`config.mk`:
```
export PLATFORM = sky130hd
export DESIGN_NAME = data_bus_arbiter_flat
export DESIGN_NICKNAME = d
export VERILOG_FILES = /design/src/rtl/data_bus_arbiter_if.sv /design/src/rtl/data_bus_arbiter.sv /design/src/flat_wrapper.sv
export SDC_FILE = /design/constraint.sdc
export NUM_CORES = 1
export LEC_CHECK = 0
export BUFFER_PORTS_ARGS = -buffer_cell sky130_fd_sc_hd__buf_2
export CAP_MARGIN = 20
export CORE_AREA = 5 5 117 119
export CTS_CLUSTER_SIZE = 40
export DETAILED_ROUTE_END_ITERATION = 7
export DIE_AREA = 0 0 122 124
export PLACE_DENSITY_LB_ADDON = 0.15
export SLEW_MARGIN = 20
export SYNTH_ARGS = -nofsm -noshare
export SYNTH_HDL_FRONTEND = slang
export SYNTH_SLANG_ARGS = --single-unit
```
`constraint.sdc`:
```
create_clock -name clk_i -period 3.3 [get_ports clk_i]
set_input_delay 0.165 -clock clk_i [delete_from_list [all_inputs] [get_ports clk_i]]
set_output_delay 0.165 -clock clk_i [all_outputs]
set_load 0.03 [all_outputs]
```
`src/rtl/data_bus_arbiter_if.sv`:
```
// Request/response bundle for one requester of the shared data-memory port.
// The requester drives the request fields. The arbiter returns the grant, the
// read-valid strobe and the read data.
interface data_bus_arbiter_if;
    logic        req;
    logic        we;
    logic [3:0]  be;
    logic [31:0] addr;
    logic [31:0] wdata;
    logic        lock;
    logic        gnt;
    logic        rvalid;
    logic [31:0] rdata;

    modport master (
        output req, we, be, addr, wdata, lock,
        input  gnt, rvalid, rdata
    );

    modport slave (
        input  req, we, be, addr, wdata, lock,
        output gnt, rvalid, rdata
    );
endinterface

```
`src/rtl/data_bus_arbiter.sv`:
```
// Two-requester arbiter for the core data-memory port.
// Master 0 is the LSU and master 1 is an auxiliary agent.
// Grants are combinational, so a request can be accepted every cycle.
// Arbitration is round-robin or fixed priority. An optional bounded lock lets
// one master keep the port for an atomic sequence. Each 1-cycle-latency read
// response is steered back to the master that issued the read.
module data_bus_arbiter #(
    parameter bit          FIXED_PRIO = 1'b0,
    parameter int unsigned MAX_LOCK   = 8
) (
    input  logic               clk_i,
    input  logic               rst_i,
    data_bus_arbiter_if.slave  m0,
    data_bus_arbiter_if.slave  m1,
    input  logic [31:0]        data_rdata_i,
    output logic               data_req_o,
    output logic               data_we_o,
    output logic [3:0]         data_be_o,
    output logic [31:0]        data_addr_o,
    output logic [31:0]        data_wdata_o
);

    localparam int unsigned       CNT_W   = (MAX_LOCK > 0) ? $clog2(MAX_LOCK + 1) : 1;
    localparam bit                LOCK_EN = (MAX_LOCK > 0);
    localparam logic [CNT_W-1:0]  CNT_MAX = CNT_W'(MAX_LOCK);

    typedef enum logic {
        UNLOCKED = 1'b0,
        LOCKED   = 1'b1
    } lock_state_e;

    lock_state_e       state_q, state_d;
    logic              lock_owner_q, lock_owner_d;
    logic [CNT_W-1:0]  lock_cnt_q, lock_cnt_d;
    logic              last_gnt_q, last_gnt_d;
    logic              rsp_pend_q, rsp_pend_d;
    logic              rsp_id_q, rsp_id_d;

    logic [1:0]        req;
    logic [1:0]        lock_req;
    logic [1:0]        gnt;
    logic              gnt_idx;
    logic              any_gnt;
    logic              tie_win;
    logic [CNT_W-1:0]  cnt_inc;

    assign req      = {m1.req, m0.req};
    assign lock_req = {m1.lock, m0.lock};
    assign tie_win  = FIXED_PRIO ? 1'b0 : ~last_gnt_q;
    assign any_gnt  = |gnt;
    assign gnt_idx  = gnt[1];
    assign cnt_inc  = lock_cnt_q + CNT_W'(1);

    // Grant selection: lock owner only, else single requester, else tie-break.
    always_comb begin
        // NOTE: every signal written here gets a default first, so no path leaves it unassigned (no latch).
        gnt = 2'b00;
        if (!rst_i) begin
            if (state_q == LOCKED) begin
                gnt[lock_owner_q] = req[lock_owner_q];
            end else if (req == 2'b11) begin
                gnt[tie_win] = 1'b1;
            end else begin
                gnt = req;
            end
        end
    end

    // Pass the granted master's fields to the RAM; all zero when idle.
    always_comb begin
        data_req_o   = any_gnt;
        data_we_o    = 1'b0;
        data_be_o    = 4'h0;
        data_addr_o  = 32'h0;
        data_wdata_o = 32'h0;
        if (gnt[0]) begin
            data_we_o    = m0.we;
            data_be_o    = m0.be;
            data_addr_o  = m0.addr;
            data_wdata_o = m0.wdata;
        end else if (gnt[1]) begin
            data_we_o    = m1.we;
            data_be_o    = m1.be;
            data_addr_o  = m1.addr;
            data_wdata_o = m1.wdata;
        end
    end

    // Lock FSM: enter on a locking grant; leave on lock drop or beat limit.
    always_comb begin
        state_d      = state_q;
        lock_owner_d = lock_owner_q;
        lock_cnt_d   = lock_cnt_q;
        unique case (state_q)
            UNLOCKED: begin
                if (LOCK_EN && any_gnt && lock_req[gnt_idx]) begin
                    // A limit of one beat releases on the same grant that took the lock.
                    if (CNT_MAX != CNT_W'(1)) begin
                        state_d      = LOCKED;
                        lock_owner_d = gnt_idx;
                        lock_cnt_d   = CNT_W'(1);
                    end
                end
            end
            LOCKED: begin
                // While locked, any grant belongs to the owner.
                if (any_gnt) begin
                    lock_cnt_d = cnt_inc;
                end
                if (!lock_req[lock_owner_q] || (any_gnt && (cnt_inc == CNT_MAX))) begin
                    state_d    = UNLOCKED;
                    lock_cnt_d = '0;
                end
            end
            default: begin
                state_d    = UNLOCKED;
                lock_cnt_d = '0;
            end
        endcase
    end

    // Round-robin pointer and read-response tracking for the next cycle.
    always_comb begin
        last_gnt_d = any_gnt ? gnt_idx : last_gnt_q;
        rsp_pend_d = any_gnt & ~data_we_o;
        rsp_id_d   = any_gnt ? gnt_idx : rsp_id_q;
    end

    // State registers with synchronous reset.
    always_ff @(posedge clk_i) begin
        // NOTE: reset is sampled on the clock edge, so it sits inside the edge-triggered branch.
        if (rst_i) begin
            state_q      <= UNLOCKED;
            lock_owner_q <= 1'b0;
            lock_cnt_q   <= '0;
            last_gnt_q   <= 1'b1;
            rsp_pend_q   <= 1'b0;
            rsp_id_q     <= 1'b0;
        end else begin
            // NOTE: non-blocking updates so every flop samples the pre-edge values.
            state_q      <= state_d;
            lock_owner_q <= lock_owner_d;
            lock_cnt_q   <= lock_cnt_d;
            last_gnt_q   <= last_gnt_d;
            rsp_pend_q   <= rsp_pend_d;
            rsp_id_q     <= rsp_id_d;
        end
    end

    assign m0.gnt    = gnt[0];
    assign m1.gnt    = gnt[1];
    assign m0.rvalid = rsp_pend_q & ~rsp_id_q & ~rst_i;
    assign m1.rvalid = rsp_pend_q &  rsp_id_q & ~rst_i;
    assign m0.rdata  = data_rdata_i;
    assign m1.rdata  = data_rdata_i;

endmodule

```
`src/flat_wrapper.sv`:
```
// flat-port wrapper written by rule: the top's interface ports become plain ports
module data_bus_arbiter_flat 
#(
    parameter bit          FIXED_PRIO = 1'b0,
    parameter int unsigned MAX_LOCK   = 8
)
  (clk_i, rst_i, data_rdata_i, data_req_o, data_we_o, data_be_o, data_addr_o, data_wdata_o, m0_req, m0_we, m0_be, m0_addr, m0_wdata, m0_lock, m0_gnt, m0_rvalid, m0_rdata, m1_req, m1_we, m1_be, m1_addr, m1_wdata, m1_lock, m1_gnt, m1_rvalid, m1_rdata);
  data_bus_arbiter_if m0_i ();
  data_bus_arbiter_if m1_i ();
  input  logic clk_i;
  input  logic rst_i;
  input  logic [31:0] data_rdata_i;
  output logic data_req_o;
  output logic data_we_o;
  output logic [3:0] data_be_o;
  output logic [31:0] data_addr_o;
  output logic [31:0] data_wdata_o;
  input wire logic [$bits(m0_i.req)-1:0] m0_req;
  input wire logic [$bits(m0_i.we)-1:0] m0_we;
  input wire logic [$bits(m0_i.be)-1:0] m0_be;
  input wire logic [$bits(m0_i.addr)-1:0] m0_addr;
  input wire logic [$bits(m0_i.wdata)-1:0] m0_wdata;
  input wire logic [$bits(m0_i.lock)-1:0] m0_lock;
  output wire logic [$bits(m0_i.gnt)-1:0] m0_gnt;
  output wire logic [$bits(m0_i.rvalid)-1:0] m0_rvalid;
  output wire logic [$bits(m0_i.rdata)-1:0] m0_rdata;
  input wire logic [$bits(m1_i.req)-1:0] m1_req;
  input wire logic [$bits(m1_i.we)-1:0] m1_we;
  input wire logic [$bits(m1_i.be)-1:0] m1_be;
  input wire logic [$bits(m1_i.addr)-1:0] m1_addr;
  input wire logic [$bits(m1_i.wdata)-1:0] m1_wdata;
  input wire logic [$bits(m1_i.lock)-1:0] m1_lock;
  output wire logic [$bits(m1_i.gnt)-1:0] m1_gnt;
  output wire logic [$bits(m1_i.rvalid)-1:0] m1_rvalid;
  output wire logic [$bits(m1_i.rdata)-1:0] m1_rdata;
  assign m0_i.req = m0_req;
  assign m0_i.we = m0_we;
  assign m0_i.be = m0_be;
  assign m0_i.addr = m0_addr;
  assign m0_i.wdata = m0_wdata;
  assign m0_i.lock = m0_lock;
  assign m0_gnt = m0_i.gnt;
  assign m0_rvalid = m0_i.rvalid;
  assign m0_rdata = m0_i.rdata;
  assign m1_i.req = m1_req;
  assign m1_i.we = m1_we;
  assign m1_i.be = m1_be;
  assign m1_i.addr = m1_addr;
  assign m1_i.wdata = m1_wdata;
  assign m1_i.lock = m1_lock;
  assign m1_gnt = m1_i.gnt;
  assign m1_rvalid = m1_i.rvalid;
  assign m1_rdata = m1_i.rdata;
  data_bus_arbiter #(.FIXED_PRIO(FIXED_PRIO), .MAX_LOCK(MAX_LOCK)) u_core (.clk_i(clk_i), .rst_i(rst_i), .m0(m0_i), .m1(m1_i), .data_rdata_i(data_rdata_i), .data_req_o(data_req_o), .data_we_o(data_we_o), .data_be_o(data_be_o), .data_addr_o(data_addr_o), .data_wdata_o(data_wdata_o));
endmodule
```
# Yosys cells after proc, flatten, opt, wreduce, memory -nomap -nowiden
# Index checks and enable logic that the tools add are counted.
[word_totals] register_bits=9 inputBits=176 output_inout_bits=138
[op_classes] add_sub_neg=1 magnitude_cmp=5 eq_ne=4 mux=28 bitwise_logic=11 n_reduce_logical=9
[op_table] cell="two-way mux 32 bit" n=4
[op_table] cell="two-way mux 4 bit" n=5
[op_table] cell="two-way mux 1 bit" n=12
[op_table] cell="case mux 4 bit (2 select lines)" n=1
[op_table] cell="< comparator 1 x 2 -> 1 bit, second input constant" n=3
[op_table] cell="two-way mux 2 bit" n=3
[op_table] cell="bitwise AND 1 bit" n=5
[op_table] cell="inverter 1 bit" n=5
[op_table] cell="adder 4 x 1 -> 4 bit, second input constant" n=1
[op_table] cell="== test 4 bit, second input constant" n=1
[op_table] cell="logical AND 1 bit" n=4
[op_table] cell="AND reduction 2 bit" n=2
[op_table] cell="inequality test 3 bit, second input constant" n=1
[op_table] cell="bitwise AND 2 bit" n=1
[op_table] cell="demux 1 bit (select 1 bit)" n=2
[op_table] cell="== test 2 bit, second input constant" n=1
[op_table] cell=">= comparator 1 bit, second input constant" n=2
[op_table] cell="inequality test 2 x 1 -> 1 bit, second input constant" n=1
[op_table] cell="case mux 1 bit (2 select lines)" n=1
[op_table] cell="OR reduction 2 bit" n=1
[op_table] cell="zero test 1 bit" n=1
[op_table] cell="logical OR 1 bit" n=1

# Depth between registers and ports, before layout
# Gate-level depths: netlist of run 1.
[logic_depth] word_depth=13 ltp_mapped=8 depth_no_buf=7

# Worst setup path after synthesis of run 1
# No wires, ideal clock.
[synth_path] path_type="register to output" start="register u_core.state_q" end="output data_addr_o[25]" arrival_ps=1782 path_slack_ps=1353 stages_incl_launch_ff=8 path_buffers=3 path_cell_list="dfxtp_1 buf_4 nand2_1 o21ai_0 nor3b_1 buf_2 clkbuf_1 a22o_1"
[synth_between] elab_cells_between_ends=4
[synth_lines] item="start: declaration" line="data_bus_arbiter.sv:32" rtl="lock_state_e state_q, state_d;"
[synth_lines] item="start signal: assignment" line="data_bus_arbiter.sv:141" rtl="state_q <= state_d;"
[synth_lines] item="two-way mux 2 bit" line="data_bus_arbiter.sv:59" rtl="if (state_q == LOCKED) begin"
[synth_lines] item="two-way mux 2 bit" line="data_bus_arbiter.sv:58" rtl="if (!rst_i) begin"
[synth_lines] item="via m0_gnt" line="flat_wrapper.sv:24" rtl="output wire logic [$bits(m0_i.gnt)-1:0] m0_gnt;"
[synth_lines] item="two-way mux 32 bit" line="data_bus_arbiter.sv:76" rtl="if (gnt[0]) begin"
[synth_lines] item="end: declaration" line="flat_wrapper.sv:16" rtl="output logic [31:0] data_addr_o;"
# The timed path passes the listed nets, and every way through them passes these cells.

# Worst setup path after layout of run 1
[layout_path] start="register u_core.state_q" end="output data_wdata_o[27]"
[layout_between] elab_chain_cells=4
[layout_rtl] item="two-way mux 2 bit *" line="data_bus_arbiter.sv:59"
[layout_rtl] item="two-way mux 2 bit *" line="data_bus_arbiter.sv:58"
[layout_rtl] item="two-way mux 32 bit" line="data_bus_arbiter.sv:81" rtl="end else if (gnt[1]) begin"
[layout_rtl] item="two-way mux 32 bit *" line="data_bus_arbiter.sv:76"
[layout_rtl] item="end: declaration" line="flat_wrapper.sv:17" rtl="output logic [31:0] data_wdata_o;"
# Mark *: on every way between the ends. The rest lies on a longest branch, timed or not.

==> results of run 1 <==
[cells by family after synthesis]
family	synth area share (%)
and+or+nand+nor	9.36
adders and majority gates	1.43
AOI/OAI and AO/OA	44.7
muxes	1.21
DFF	10.3
buffers and inverters	33.0
[power by group through the flow]
stage | registers, uW | clock network [uW] | logic, uW
6_report | 124 | 216 | 437
5_1_grt | 125 | 228 | 467
4_1_cts | 124 | 219 | 443
3_5_place_dp | 126 | 0 | 441
3_3_place_gp | 126 | 0 | 442
2_1_floorplan | 121 | 0 | 411
[worst paths after layout]
path | endpoint | depth (start not counted) | startpoint
hold / removal | u_core.rsp_pend_q$_SDFF_PP0_ | 3 | m1_we
hold reg to reg | u_core.rsp_id_q$_SDFFE_PP0P_ | 2 | u_core.rsp_id_q$_SDFFE_PP0P_
setup reg to reg | u_core.lock_cnt_q[2]$_SDFFE_PP0P_ | 7 | u_core.lock_cnt_q[0]$_SDFFE_PP0P_
setup / recovery | data_wdata_o[27] | 5 | u_core.state_q$_SDFF_PP0_
[layer usage]
layer | global-route usage (%) | vias up | part of all wire, %
li1 | - | 1049 | -
met1 | 13.3 | 1004 | 37
met2 | 19.4 | 135 | 52
met3 | 5.18 | 12 | 10
met4 | 1.19 | 4 | 0.86
met5 | 0 | - | 0.28
[stage by stage]
step | setup WS, ns | utilization, % | power, uW | instance area (um2) | hold WS [ns]
5_1_grt | 0.498 | 20.9 | 820 | 2610 | 0.263
3_5_place_dp | 0.861 | 20.3 | 567 | 2530 | 0.330
6_report | 0.696 | 20.9 | 777 | 2610 | 0.260
4_1_cts | 0.609 | 20.9 | 786 | 2610 | 0.252
2_1_floorplan | 1.35 | - | 533 | 1750 | 0.343
3_3_place_gp | 0.976 | 20.3 | 568 | 2530 | 0.330
[critical path: cells and delay by family (launching register included)]
kind | cells | cell delay, ns
buffers and inverters | 2 | 0.66
flip-flops | 1 | 0.58
AND/OR/NAND/NOR | 1 | 0.55
AO/OA/AOI/OAI | 2 | 0.39
[layout make-up]
type,instances,area (um2)
sequential,9,180
fill,1420,9850
clock inverter,1,5.00
clock buffer,3,75.1
multi-input combinational,125,998
inverter,5,18.8
tap,172,215
timing repair buffer,221,1120
antenna,1,2.50
[flip-flops by register name, indices dropped and copies added (netlist names)]
register,flops
u_core.last_gnt_q,1
u_core.rsp_id_q,1
u_core.lock_owner_q,1
u_core.lock_cnt_q,4
u_core.state_q,1
u_core.rsp_pend_q,1
[cell usage in the layout (no fill, tap or decap), types with 2 or more instances in the layout]
master	n
a211oi_1	2
a21oi_1	5
a22o_1	69
buf_2	217
buf_4	4
clkbuf_16	3
dfxtp_1	9
ha_1	2
inv_1	5
nand2_1	9
nand2b_1	3
nand3_1	5
nand3b_1	2
nor2_1	6
nor3b_1	2
o21ai_0	4
==> flow_summary_export.csv, run 1 <==
group,metric,value,unit
run_status,outcome,"finished, final reports clean",
die,coreArea,0.0125,mm2
cts,htree_levels,1,
routing,drc_errors,0,
synth,synth_common_cells,"a22o_1 (69), buf_4 (65), buf_2 (9), dfxtp_1 (9), nand2_1 (9)",
synth,yosysTopAreaCellShare,34.5,%
sta,hold_viol,0,
pwr,combPwrFrac,56.2,%
cts,hold_buffers,0,
sta,tightest_slew,0.620,ns
synth,netlist_area,0.00175,mm2
die,rows,41,
pwr,power.internal,444,uW
critical_path,criticalPathCategory,"reg -> out",
place,dp_hpwl,8450,um
synth,yosysWarnings,0,
final_layout,layout-drive-gt1-share,63.7,%
routing,vias_per_cell,4.10,
cts,tritoncts,"built",
critical_path,cpMaxStageDelayCell,"dfxtp_1",
grt,grt_pass1_wl,13100,um
routing,ant_nets,0,
synth,synthCells,220,
pwr,p_leak,0.00147,uW
cts,ctsRootBufferMaster,"clkbuf_16",
sta,setup_viol,0,
synth,synth_area_leaders,"a22o_1 (35%), buf_4 (28%), dfxtp_1 (10%)",
die,dieArea,0.0151,mm2
critical_path,startpoint_type,"flop",
sta,slew_violations,0,
pwr,power_switching,333,uW
die,die_w,122,um
synth,ys_seq_area_share,10.3,%
sta,finClkSkew,0.00535,ns
routing,via_count,2204,
die,die_h,124,um
die,start_util,14.1,%
cts,clk_pin_slew_worst_paths,0.04,ns
cts,ctsResizeCount,0,
grt,grt_max_degree,38,
synth,ys.flop_type,"dfxtp_1",
run,drv_cap,0,
synth,synth_cell_types,31,
die,ios,314,
pwr,peakVddDrop,142,uV
synth,avgSynthCellArea,7.96,um2
critical_path,critPathMaxStageDelay,0.58,ns
critical_path,cp_max_fo,34,
critical_path,cp.arrival,2.44,ns
place,dpl.cell_count,532,
pwr,power.density,298,mW/mm2
synth,synth.most_common_cell,"a22o_1",
pwr,swShare,42.9,%
place,gp_congestion,0.769,
critical_path,cp-end-kind,"output port",
worst_hold_path,hold_class,"in -> reg",
critical_path,required,3.13,ns
grt,gr-total-overflow,0,
routing,wl_per_cell,18.0,um
grt,antenna_found_initial,2,
critical_path,crit_chain,"o21ai_0 > nor3b_2 > buf_4 > a22o_1 > buf_2",
pwr,p_clk_share,27.8,%
cts,post-cts-setup-buffers,0,
routing,drt_iter0_drc,110,
sta,relSlewSlack,58.5,%
final_layout,area_delta_synth_final,49.1,%
final_layout,final_nets,543,
grt,grt_pass1_vias,2158,
synth,async_flop_share,0,%
final_layout,fin_cells,537,
sta,max_freq,0.384,GHz
cts,cts.sinks,9,
routing,drt-pass1-iter-count,4,
place,portBuffers,217,
synth,synth_seq_cells,9,
critical_path,r2r_slack,1.35,ns
cts,cts_buffers,3,
pwr,seqPwrFrac,16.0,%
synth,synth_edf_count,0,
routing,wirelength,9670,um
sta,rsz0062_at_grt,"false",
synth,synth_top_area_cell,"a22o_1",
cts,clk_latency,0.24,ns
sta,setup_tns,0,ns
cts,clockBufferDepth,2,
synth,synthesis.nets,398,
grt,grt_usage,11.2,%
sta,final.period_utilization,78.9,%
sta,period_minus_slack,2.60,ns
(Power assumes the default switching activity.)
==> run 2, diff against run 1 <==
--- a/config.mk
+++ b/config.mk
@@ -7,10 +7,10 @@
 export LEC_CHECK = 0
 export BUFFER_PORTS_ARGS = -buffer_cell sky130_fd_sc_hd__buf_2
 export CAP_MARGIN = 20
-export CORE_AREA = 5 5 117 119
+export CORE_AREA = 5 5 118 120
 export CTS_CLUSTER_SIZE = 40
 export DETAILED_ROUTE_END_ITERATION = 7
-export DIE_AREA = 0 0 122 124
+export DIE_AREA = 0 0 123 125
 export PLACE_DENSITY_LB_ADDON = 0.15
 export SLEW_MARGIN = 20
 export SYNTH_ARGS = -nofsm -noshare
==> constraint.sdc (replaced) <==
create_clock -name clk_i -period 2.4 [get_ports clk_i]
set_input_delay 0.12 -clock clk_i [delete_from_list [all_inputs] [get_ports clk_i]]
set_output_delay 0.12 -clock clk_i [all_outputs]
set_load 0.03 [all_outputs]
==> run 2 against run 1 <==
  * Sequential share of layout area fell by 0.063 points
  * Die area rose by 1.6%
  * Total power grew 38%
  * Largest cell class unchanged
  * Highest routed layer is now met4
  * Routed wire length down 2.5%
  * Worst hold slack lost 0.086 ns
  * Critical path depth did not move
  * First-iteration DRC count shrank 50%
  * Critical endpoint is now data_addr_o[16]
  * Utilization decreased by 0.34 points
==> flow_summary_export.csv, run 2 (synthesized netlist as in run 1, its figures left out) <==
group,metric,value,unit
cts,ctsResizeCount,0,
sta,finClkSkew,0.00146,ns
routing,wirelength,9430,um
cts,cts_buffers,3,
cts,htree_levels,1,
critical_path,criticalPathCategory,"reg -> out",
critical_path,cpMaxStageDelayCell,"dfxtp_1",
die,die_h,125,um
run,drv_cap,0,
die,coreArea,0.0129,mm2
routing,drc_errors,0,
pwr,power.internal,621,uW
cts,clk_pin_slew_worst_paths,0.04,ns
critical_path,cp_num_buf_inv,3,
sta,rsz0062_at_grt,"false",
cts,clk_latency,0.23,ns
final_layout,largest_reg_flops,4,
critical_path,required,2.28,ns
routing,drt_iter0_drc,55,
run_status,outcome,"finished, final reports clean",
die,rows,42,
place,gp_congestion,0.769,
sta,relSlewSlack,65.2,%
grt,grt_max_degree,43,
routing,ant_nets,0,
cts,cts.sinks,9,
final_layout,final_common_cell,"buf_2",
cts,ctsRootBufferMaster,"clkbuf_16",
pwr,p_leak,0.00147,uW
final_layout,top_register,"u_core.lock_cnt_q",
routing,via_count,2165,
pwr,swShare,42.1,%
routing,vias_per_cell,4.00,
final_layout,fin_area,0.00265,mm2
place,dp_hpwl,8220,um
sta,slew_violations,0,
final_layout,final_cell_mix,"buf_2 (217), a22o_1 (69), nand2_1 (9)",
pwr,power.density,404,mW/mm2
grt,grt_usage,11.3,%
critical_path,startpoint_type,"flop",
critical_path,cp_max_fo,31,
final_layout,area_delta_synth_final,51.5,%
cts,post-cts-setup-buffers,0,
place,portBuffers,217,
pwr,power_switching,451,uW
die,die_w,123,um
critical_path,cp.arrival,1.99,ns
final_layout,layout-drive-gt1-share,63.7,%
critical_path,cp-end-kind,"output port",
critical_path,critPathMaxStageDelay,0.40,ns
pwr,combPwrFrac,56.8,%
final_layout,multiInputGateArea,998,um2
pwr,p_clk_share,27.3,%
cts,hold_buffers,0,
sta,setup_tns,0,ns
sta,tightest_slew,0.518,ns
sta,final.period_utilization,87.9,%
sta,max_freq,0.474,GHz
final_layout,final_nets,543,
place,place_area,0.00257,mm2
sta,hold_viol,0,
sta,setup_viol,0,
die,start_util,13.6,%
pwr,peakVddDrop,157,uV
routing,drt-pass1-iter-count,4,
grt,grt_pass1_vias,2273,
grt,grt_pass1_wl,13700,um
worst_hold_path,hold_class,"in -> reg",
cts,tritoncts,"built",
cts,clockBufferDepth,2,
sta,period_minus_slack,2.11,ns
final_layout,fillers,1472,
grt,gr-total-overflow,0,
routing,wl_per_cell,17.4,um
die,ios,314,
critical_path,crit_chain,"inv_1 > a2111oi_4 > buf_4 > a22o_1 > buf_2",
final_layout,seqCellArea,181,um2
pwr,seqPwrFrac,15.9,%
grt,antenna_found_initial,3,
critical_path,cp_top_family,"buffers and inverters",
die,dieArea,0.0154,mm2
-- run 2: cell types whose count changed in the layout (fill, tap and decap cells not counted) --
cell | previous run | this run
dfxtp_2 | 0 | 1
dfxtp_1 | 9 | 8
buf_12 | 0 | 3
clkbuf_1 | 0 | 1
clkinv_2 | 1 | 0
buf_4 | 4 | 1
-- run 2: area by class of cell --
| cell class | instances | area share, % |
|---|---|---|
| Tap cell | 176 | 8.30 |
| Multi-Input combinational cell | 125 | 37.6 |
| Clock buffer | 4 | 2.97 |
| Sequential cell | 9 | 6.84 |
| Inverter | 5 | 0.707 |
| Antenna cell | 1 | 0.0943 |
| Timing Repair Buffer | 221 | 43.5 |
-- run 2: power by group through the flow --
stage / registers (uW) / clock network [uW] / logic [uW]
floorplan: 167 / 0 / 566
global placement: 173 / 0 / 618
detailed placement: 173 / 0 / 614
CTS: 170 / 301 / 617
global route: 171 / 310 / 653
finish: 170 / 293 / 609
-- run 2: path summary, 6_finish.rpt --
check | startpoint | endpoint | slack (ns) | cells past startpoint
max | u_core.lock_owner_q$_SDFFE_PP0P_ | data_addr_o[16] | 0.29 | 5
min | m0_we | u_core.rsp_pend_q$_SDFF_PP0_ | 0.17 | 3
max reg2reg | u_core.lock_cnt_q[0]$_SDFFE_PP0P_ | u_core.lock_cnt_q[2]$_SDFFE_PP0P_ | 0.54 | 7
min reg2reg | u_core.last_gnt_q$_SDFFE_PP1P_ | u_core.last_gnt_q$_SDFFE_PP1P_ | 0.51 | 1
-- run 2: metal layers --
metal  global-route usage (%)  share of wire [%]  vias up
met3                     3.70                9.4       16
met5                        0                  0        -
met4                     2.02                1.7        0
li1                         -                  -     1054
met2                     20.3                 52      142
met1                     13.1                 37      953
-- run 2: metrics by stage --
| step | setup WS, ns | utilization, % | power, uW | cells | hold WS [ns] |
|---|---|---|---|---|---|
| after floorplan | 0.498 | - | 732 | 220 | 0.287 |
| after global placement | 0.378 | 20.0 | 791 | 536 | 0.240 |
| after detailed placement | 0.391 | 20.0 | 787 | 536 | 0.240 |
| after CTS | 0.119 | 20.6 | 1090 | 540 | 0.171 |
| after global routing | 0.171 | 20.6 | 1130 | 541 | 0.201 |
| final | 0.290 | 20.6 | 1070 | 541 | 0.173 |
-- run 2: tightest hold or removal path, delay by kind of cell --
family | cells | cell delay, ns
AOI/OAI and AO/OA | 1 | 0.13
and+or+nand+nor | 1 | 0.04
buffers and inverters | 1 | 0.07
